==> config.mk <==
export PLATFORM = sky130hd
export DESIGN_NAME = alu_iterative
export DESIGN_NICKNAME = d
export VERILOG_FILES = /design/src/rtl/alu_pkg.sv /design/src/rtl/alu_shift_step.sv /design/src/rtl/alu_iterative.sv
export SDC_FILE = /design/constraint.sdc
export NUM_CORES = 1
export LEC_CHECK = 0
export ABC_AREA = 0
export CORE_MARGIN = 10
export CORE_UTILIZATION = 45
export DETAILED_ROUTE_END_ITERATION = 10
export MAX_ROUTING_LAYER = met4
export PLACE_DENSITY = 0.71
export SYNTH_ARGS = -nofsm -noshare
export SYNTH_HDL_FRONTEND = slang
export SYNTH_SLANG_ARGS = --single-unit
==> constraint.sdc <==
create_clock -name clk -period 3.9 [get_ports clk]
set_clock_uncertainty 0.05 [all_clocks]
set_input_delay 0.78 -clock clk [delete_from_list [all_inputs] [get_ports clk]]
set_output_delay 0.78 -clock clk [all_outputs]
set_load 0.01 [all_outputs]
==> src/rtl/alu_pkg.sv <==
// Shared opcode constants, FSM state encoding and default widths for the
// ALU-control decoder and the iterative execution ALU.
package alu_pkg;

   localparam int ALU_N_DEF       = 16;
   localparam int ALU_SHAMT_W_DEF = 4;

   localparam logic [2:0] ALU_ADD = 3'b000;
   localparam logic [2:0] ALU_ROR = 3'b001;
   localparam logic [2:0] ALU_XOR = 3'b010;
   localparam logic [2:0] ALU_AND = 3'b011;
   localparam logic [2:0] ALU_SRA = 3'b100;
   localparam logic [2:0] ALU_SRL = 3'b101;
   localparam logic [2:0] ALU_ROL = 3'b110;
   localparam logic [2:0] ALU_SLL = 3'b111;

   typedef enum logic [1:0] {
      ST_IDLE  = 2'd0,
      ST_SHIFT = 2'd1,
      ST_DONE  = 2'd2
   } alu_state_e;

   function automatic logic is_shift_op(input logic [2:0] op);
      return (op != ALU_ADD) && (op != ALU_XOR) && (op != ALU_AND);
   endfunction

endpackage

==> src/rtl/alu_shift_step.sv <==
// One-position shift/rotate of an N-bit word, selected by aluOP.
// Non-shift opcodes pass the word through unchanged.
module alu_shift_step
   import alu_pkg::*;
#(
   parameter int N = ALU_N_DEF
) (
   input  logic [2:0]   op,
   input  logic [N-1:0] din,
   output logic [N-1:0] dout
);

   logic signed [N-1:0] din_s;

   always_comb begin
      din_s = din;
      dout  = din;
      case (op)
         ALU_ROR: dout = {din[0], din[N-1:1]};
         ALU_ROL: dout = {din[N-2:0], din[N-1]};
         ALU_SRA: dout = din_s >>> 1;
         ALU_SRL: dout = {1'b0, din[N-1:1]};
         ALU_SLL: dout = {din[N-2:0], 1'b0};
         default: dout = din;
      endcase
   end

endmodule

==> src/rtl/alu_iterative.sv <==
// Multi-cycle ALU: add/xor/and in one step, shifts/rotates one bit per cycle.
// Define ALU_FAST_SHIFT_EN to replace the serial shifter with a barrel shifter.
module alu_iterative
   import alu_pkg::*;
#(
   parameter int N       = ALU_N_DEF,
   parameter int SHAMT_W = ALU_SHAMT_W_DEF
) (
   input  logic         clk,
   input  logic         rst_n,
   input  logic         in_valid,
   output logic         in_ready,
   input  logic [N-1:0] A,
   input  logic [N-1:0] B,
   input  logic [2:0]   aluOP,
   input  logic         invA,
   input  logic         invB,
   input  logic         Cin,
   input  logic         sign,
   output logic         out_valid,
   input  logic         out_ready,
   output logic [N-1:0] Out,
   output logic         Ofl,
   output logic         Zero
);

   function automatic logic add_ofl_f(input logic signed [N-1:0] a,
                                      input logic signed [N-1:0] b,
                                      input logic [N:0]          s,
                                      input logic                sgn);
      if (sgn)
         return (a[N-1] == b[N-1]) && (s[N-1] != a[N-1]);
      return s[N];
   endfunction

   alu_state_e          state, state_nxt;
   logic                accept;
   logic                go_shift;
   logic                shift_last;
   logic [SHAMT_W-1:0]  amt;
   logic signed [N-1:0] a_m, b_m;
   logic [N:0]          sum;
   logic [N-1:0]        shift_imm;
   logic [N-1:0]        imm_res;
   logic                imm_ofl;
   logic [N-1:0]        res_p1;
   logic                ofl_p1;
   logic                zero_p1;

   assign accept = in_valid && (state == ST_IDLE);
   assign amt    = B[SHAMT_W-1:0];
   assign a_m    = invA ? ~A : A;
   assign b_m    = invB ? ~B : B;
   assign sum    = {1'b0, a_m} + {1'b0, b_m} + {{N{1'b0}}, Cin};

`ifdef ALU_FAST_SHIFT_EN
   // Barrel: stage s applies 2**s single-step shifts when amount bit s is set.
   logic [N-1:0] bar [SHAMT_W+1];

   assign bar[0] = A;
   for (genvar s = 0; s < SHAMT_W; s++) begin : g_stage
      logic [N-1:0] chain [(1<<s)+1];
      assign chain[0] = bar[s];
      for (genvar j = 0; j < (1 << s); j++) begin : g_step
         alu_shift_step #(.N(N)) u_step (
            .op   (aluOP),
            .din  (chain[j]),
            .dout (chain[j+1])
         );
      end
      assign bar[s+1] = amt[s] ? chain[1<<s] : bar[s];
   end

   assign shift_imm  = bar[SHAMT_W];
   assign go_shift   = 1'b0;
   assign shift_last = 1'b0;
`else
   logic [SHAMT_W-1:0] cnt_p1;
   logic [2:0]         op_p1;
   logic [N-1:0]       step_out;

   // The result register doubles as the shift register while in SHIFT.
   alu_shift_step #(.N(N)) u_step (
      .op   (op_p1),
      .din  (res_p1),
      .dout (step_out)
   );

   assign shift_imm  = A;
   assign go_shift   = is_shift_op(aluOP) && (amt != '0);
   assign shift_last = (cnt_p1 == SHAMT_W'(1));

   always_ff @(posedge clk or negedge rst_n) begin
      if (!rst_n) begin
         cnt_p1 <= '0;
         op_p1  <= ALU_ADD;
      end else if (accept) begin
         cnt_p1 <= amt;
         op_p1  <= aluOP;
      end else if (state == ST_SHIFT) begin
         cnt_p1 <= cnt_p1 - 1'b1;
      end
   end
`endif

   always_comb begin
      imm_res = shift_imm;
      case (aluOP)
         ALU_ADD: imm_res = sum[N-1:0];
         ALU_XOR: imm_res = a_m ^ b_m;
         ALU_AND: imm_res = a_m & b_m;
         default: imm_res = shift_imm;
      endcase
   end

   assign imm_ofl = (aluOP == ALU_ADD) && add_ofl_f(a_m, b_m, sum, sign);

   always_ff @(posedge clk or negedge rst_n) begin
      if (!rst_n)
         state <= ST_IDLE;
      else
         state <= state_nxt;
   end

   always_comb begin
      state_nxt = state;
      case (state)
         ST_IDLE:  if (in_valid) state_nxt = go_shift ? ST_SHIFT : ST_DONE;
         ST_SHIFT: if (shift_last) state_nxt = ST_DONE;
         ST_DONE:  if (out_ready) state_nxt = ST_IDLE;
         default:  state_nxt = ST_IDLE;
      endcase
   end

   always_comb begin
      in_ready  = (state == ST_IDLE);
      out_valid = (state == ST_DONE);
      Out       = res_p1;
      Ofl       = ofl_p1;
      Zero      = zero_p1;
   end

   // Result stage: captured at accept, then stepped while shifting.
   always_ff @(posedge clk or negedge rst_n) begin
      if (!rst_n) begin
         res_p1  <= '0;
         ofl_p1  <= 1'b0;
         zero_p1 <= 1'b0;
      end else if (accept) begin
         res_p1  <= imm_res;
         ofl_p1  <= imm_ofl;
         zero_p1 <= (imm_res == '0);
      end
`ifndef ALU_FAST_SHIFT_EN
      else if (state == ST_SHIFT) begin
         res_p1  <= step_out;
         zero_p1 <= (step_out == '0);
      end
`endif
   end

endmodule

; ---- Word-level counts from Yosys, hierarchy flattened
; Index checks and enable logic that the tools add are counted.
[totals]
reg_bits = 27
word_cells = 62
[op_classes]
n_addsub = 3
n_eq_ne = 17
muxes = 18
bitwise_logic = 4
n_reduce_logical = 14
[ops]
columns = operator, count
row1 = case mux 16 bit (5 select lines), 1
row2 = two-way mux 16 bit, 4
row3 = case mux 16 bit (3 select lines), 1
row4 = logical NOT 16 bit, 2
row5 = NOT 16 bit, 2
row6 = adder 16 x 16 -> 17 bit, 1
row7 = adder 17 x 1 -> 17 bit, 1
row8 = AND 16 bit, 1
row9 = XOR 16 bit, 1
row10 = == test 3 bit (second input constant), 4
row11 = two-way mux 2 bit, 4
row12 = two-way mux 4 bit, 2
row13 = == test 3 x 2 -> 1 bit (second input constant), 2
row14 = logical AND 1 bit, 6
row15 = != test 3 x 2 -> 1 bit (second input constant), 2
row16 = case mux 2 bit (3 select lines), 1
row17 = two-way mux 1 bit, 5
row18 = == test 4 x 1 -> 1 bit (second input constant), 1
row19 = != test 2 bit (second input constant), 2
row20 = nonzero test 4 bit, 1
row21 = subtractor 4 x 1 -> 4 bit (second input constant), 1
row22 = == test 3 x 1 -> 1 bit (second input constant), 1
row23 = logical NOT 3 bit, 1
row24 = AND reduction 3 bit, 1
row25 = other kinds (8), 8

; ---- Longest topological paths before layout
[logic_depth]
depth_word = 9
mapped_depth = 13

; ---- Modules after synthesis
; A second synthesis with hierarchy kept.
[hier_totals]
hier_cells = 407
area_unflattened_um2 = 3316.9
[modules_own_cells]
columns = mod, n_inst, cells_per_inst, area_each_um2, seq_area_each_um2
row1 = alu_iterative, 1, 345, 2874.0, 675.6
row2 = alu_shift_step, 1, 62, 442.9, 0.0

; ---- Worst setup path after synthesis
; OpenSTA, ideal clock, no wires.
[synth_timing]
path_type = input to register
startpoint = in invB
endpoint = reg ofl_p1 (netlist: Ofl)
t_arrival_ns = 3.542
t_required_ns = 3.755
path_slack_ns = 0.213
stages = 13
n_path_buf = 1
path_cell_list = clkbuf_1 -> xor2_1 -> inv_1 -> fa_1 -> fa_1 -> nand2b_1 -> a21oi_2 -> a2111o_1 -> nand3_1 -> o21ai_2 -> a2111oi_0 -> or3_1 -> o31ai_1
[synth_via]
elab_chain_len = 8
word_cells_on_any_way = 9
cone_classes = 2 x add/sub / 2 x eq/ne / 3 x mux / 2 x reduce/logical
[synth_rtl]
columns = item, line
row1 = start: declaration, alu_iterative.sv:17  ; input logic invB,
row2 = two-way mux 16 bit (*), alu_iterative.sv:53  ; assign b_m = invB ? ~B : B;
row3 = adder 16 x 16 -> 17 bit, alu_iterative.sv:54  ; assign sum = {1'b0, a_m} + {1'b0, b_m} + {{N{1'b0}}, Cin};
row4 = adder 17 x 1 -> 17 bit, alu_iterative.sv:54
row5 = != test 1 bit, alu_iterative.sv:32  ; return (a[N-1] == b[N-1]) && (s[N-1] != a[N-1]);
row6 = logical AND 1 bit, alu_iterative.sv:32
row7 = two-way mux 1 bit, alu_iterative.sv:31  ; if (sgn)
row8 = two-way mux 1 bit (*), alu_iterative.sv:33  ; return s[N];
row9 = logical AND 1 bit (*), alu_iterative.sv:116  ; assign imm_ofl = (aluOP == ALU_ADD) && add_ofl_f(a_m, b_m, sum, sign);
row10 = end signal: assignment, alu_iterative.sv:151  ; ofl_p1 <= imm_ofl;
row11 = end: declaration, alu_iterative.sv:47  ; logic ofl_p1;
; Every way passes the cells marked *; elsewhere a longest branch is shown, timed or not. The select of a mux whose other input is x is not followed.
; A chain may end at the register's enable or synchronous reset.

; ---- Worst setup path after layout
[layout_timing]
startpoint = in invA
endpoint = reg zero_p1 (netlist: Zero)
[layout_via]
elab_chain_len = 6
word_cells_on_any_way = 8
cone_classes = 2 x add/sub / 3 x mux / 2 x bitwise / 1 x reduce/logical
[layout_rtl]
columns = item, line
row1 = start: declaration, alu_iterative.sv:16  ; input logic invA,
row2 = two-way mux 16 bit (*), alu_iterative.sv:52  ; assign a_m = invA ? ~A : A;
row3 = adder 16 x 16 -> 17 bit, alu_iterative.sv:54
row4 = adder 17 x 1 -> 17 bit, alu_iterative.sv:54
row5 = case mux 16 bit (3 select lines) (*), alu_iterative.sv:108  ; case (aluOP)
row6 = logical NOT 16 bit (*), alu_iterative.sv:152  ; zero_p1 <= (imm_res == '0);
row7 = two-way mux 1 bit (*), alu_iterative.sv:149  ; end else if (accept) begin
row8 = end signal: assignment, alu_iterative.sv:152
row9 = end signal: assignment, alu_iterative.sv:157  ; zero_p1 <= (step_out == '0);
row10 = end: declaration, alu_iterative.sv:48  ; logic zero_p1;
; Every way passes the cells marked *; elsewhere a longest branch is shown, timed or not.

==> run_results.csv <==
group,metric,value,unit
run_status,status,"complete, no violations",
yosys,synth_top_area_share,18.8,%
sta,hold_viol,0,
clocking,clock_latency,0.27,ns
critical_path,startpoint,"invA",
pwr,seqPwrFrac,25.2,%
pwr,p_comb_share,68.4,%
pwr,leakagePower,1.95,nW
yosys,syn_area,3590,µm²
final_layout,drive_above_1_share,12.2,%
clocking,cts_tree,"yes",
floorplan,die_width,109,µm
floorplan,rows,32,
floorplan,core-area,7730,µm²
critical_path,startpoint_type,"input pin",
route,drc,0,
place,hpwl,8.63,mm
place,pre_cts_slack,-0.210,ns
place,numPortBuffers,62,
min_path,hold_class,"reg -> reg",
yosys,async_flop_share,100,%
route,routed_wirelength,11.0,mm
route,dr.pass1.iters,5,
yosys,synthCells,461,
sta,setup_tns,0,ns
floorplan,start_util,46.5,%
global_routing,grt_usage,18.6,%
final_layout,multi_input_comb_area,2670,µm²
global_routing,antenna_found_initial,0,
flow_run,max_cap_viol_count,0,
route,antenna_left,0,
sta,setup_violations,0,
yosys,yosysUniqueCellTypes,62,
critical_path,crit_chain,"clkdlybuf4s50_1 -> buf_4 -> buf_6 -> xor2_1 -> ha_1 -> nand2b_1 -> a21oi_2 -> a2111o_1 -> buf_4 -> a311oi_2 -> a221oi_1 -> a211oi_1 -> nand4_1 -> o31ai_2",
route,routedWlPerCell,17.3,µm
clocking,path_clk_slew,0.09,ns
route,drtIter0Drc,265,
final_layout,syn2layout_area_growth,26.6,%
yosys,synthTopCellsByArea,"dfrtp_1 (19%), xor2_1 (8.8%), ha_1 (6.3%)",
floorplan,die_area,11900,µm²
global_routing,gr-total-overflow,0,
final_layout,seqCellArea,676,µm²
yosys,synth_ff_type,"dfrtp_1",
sta,maxSlewHeadroom,30.9,%
pwr,pwr-share-clk,6.4,%
final_layout,final_net_count,598,
critical_path,max_stage_delay,0.50,ns
global_routing,grt_pass1_wl,18.0,mm
clocking,h-tree-depth,1,
sta,finalCriticalPeriod,3.69,ns
route,vias_per_cell,6.11,
clocking,clock_path_buffers,2,
critical_path,crit_path_end_kind,"flop",
pwr,intPower,0.00128,W
clocking,cts_root_buffer,"clkbuf_8",
yosys,syn-num-nets,524,
global_routing,grt_pass1_vias,3629,
sta,finalCritPeriodShare,94.6,%
clocking,clock_sinks,27,
place,placed_cells,631,
critical_path,criticalPathCategory,"in -> reg",
final_layout,instances_no_fill,636,
critical_path,rrSetupSlack,1.33,ns
clocking,cts_buffers,3,
final_layout,antenna_cells,0,
critical_path,rr_startpoint,"op_p1[0]",
pwr,p_sw_share,48.0,%
yosys,ys_warn_count,0,
critical_path,critPathMostFrequentCell,"buf_4",
sta,clock.fmax,0.271,GHz
floorplan,io_pins,63,
floorplan,die_h,109,µm
place,place_congestion,0.955,
pwr,netSwitchingPower,0.00118,W
critical_path,worstPathMaxFanout,6,
critical_path,required,4.04,ns
global_routing,grt_max_degree,28,
yosys,avgSynthCellArea,7.79,µm²
yosys,synth_edf_count,0,
sta,drv_slew,0,
route,vias,3883,
sta,tightest_slew,1.03,ns
final_layout,fillers,729,
yosys,ys_seq_area_share,18.8,%
critical_path,critPathArrivalTime,3.82,ns
yosys,ys_seq_elements,27,
critical_path,crit_slowest_cell,"clkdlybuf4s50_1",
sta,rsz0062_at_grt,"no",
yosys,synth_area_leader_cell,"dfrtp_1",
pwr,p_per_area,541,nW/µm²
pwr,ir_worst_vdd,0.219,mV
sta,fin_ws,0.212,ns
sta,hold_ws,0.456,ns
min_path,hp-start,"Ofl",
synthesized netlist by cell type (7+ instances only):
master and n:
o221ai_1 23, xor2_1 36, a22o_1 8, inv_1 17
nor2_1 38, nor2b_1 10, nor3_1 9, and3_1 7
clkbuf_1 12, nand2_1 54, o21ai_0 24, a221o_1 8
o22ai_1 8, mux2i_1 18, buf_6 7, a21oi_1 21
nand2b_1 9, buf_2 10, nand4_1 7, dfrtp_1 27
ha_1 18
cell usage in the layout (no fill, tap or decap), drive strengths merged, types with 9 or more instances in the layout:
cell type / instances
o21ai: 27
nand2b: 10
nor3: 9
buf: 42
inv: 17
a21oi: 22
mux2i: 18
nor2b: 11
clkdlybuf4s50: 60
ha: 18
dfrtp: 27
o221ai: 23
nor2: 39
nand2: 55
xor2: 36
cell type report:
type	instances	share of cell area, %
Tap cell	102	2.81
Inverter	17	1.40
Timing Repair Buffer	104	21.2
Clock inverter	1	0.110
Multi-Input combinational cell	382	58.7
Clock buffer	3	0.909
Sequential cell	27	14.9
metal layers:
| metal | up-vias | share of wire, % | GRT usage (%) |
|---|---|---|---|
| met4 | 0 | 1.4 | 4.83 |
| met5 | - | 0 | - |
| li1 | 1864 | - | - |
| met3 | 13 | 6.7 | 1.29 |
| met1 | 1838 | 45 | 24.9 |
| met2 | 168 | 47 | 29.8 |
what timing repair did:
item,CTS,global route
hold buffers,0,0
resized for setup,0,11
buffers inserted,0,1
endpoints found under the setup margin,0,3
metrics by stage:
stage          area, µm²  utilization [%]  power, W
3_3_place_gp        4450             57.6   0.00224
5_1_grt             4540             58.8   0.00267
3_5_place_dp        4450             57.6   0.00228
4_1_cts             4500             58.2   0.00244
6_report            4540             58.8   0.00246
2_1_floorplan       3590                -   0.00175
sequential cells by signal (all words and copies together) (netlist names):
| register | count |
|---|---|
| Ofl | 1 |
| cnt_p1 | 4 |
| state | 2 |
| op_p1 | 3 |
| Out | 16 |
| Zero | 1 |
power by group through the flow:
stage | registers (W) | clock network (W) | logic, W
6_report | 0.000619 | 0.000157 | 0.00168
5_1_grt | 0.000642 | 0.000172 | 0.00186
3_3_place_gp | 0.000612 | 0 | 0.00163
3_5_place_dp | 0.000618 | 0 | 0.00166
2_1_floorplan | 0.000588 | 0 | 0.00116
4_1_cts | 0.000612 | 0.000160 | 0.00167
path summary, 6_finish.rpt:
path / to / depth (start not counted)
setup reg to reg: Zero / 8
hold / removal: Ofl / 2
min in group asynchronous: state[0] / 2
setup / recovery: Zero / 14
max in group asynchronous: Ofl / 2
hold reg to reg: Ofl / 2
worst max-delay path, delay by kind of cell:
kind / cells / cell delay [ns]
adder cells (fa/ha/maj): 1 / 0.30
buffers and inverters: 4 / 0.99
AO/OA/AOI/OAI: 6 / 1.30
XOR/XNOR: 1 / 0.15
AND/OR/NAND/NOR: 2 / 0.30
cells by family (layout without fill, tap and decap cells):
| kind of cell | Yosys count | in the layout | share of synthesized area (%) |
|---|---|---|---|
| muxes | 18 | 18 | 5.02 |
| buffers and inverters | 52 | 125 | 7.46 |
| DFF | 27 | 27 | 18.8 |
| adders and majority gates | 20 | 20 | 7.39 |
| and+or+nand+nor | 161 | 161 | 21.9 |
| xor gates and xnor gates | 39 | 39 | 9.52 |
| AOI/OAI and AO/OA | 144 | 144 | 29.9 |
(Power assumes the default switching activity.)
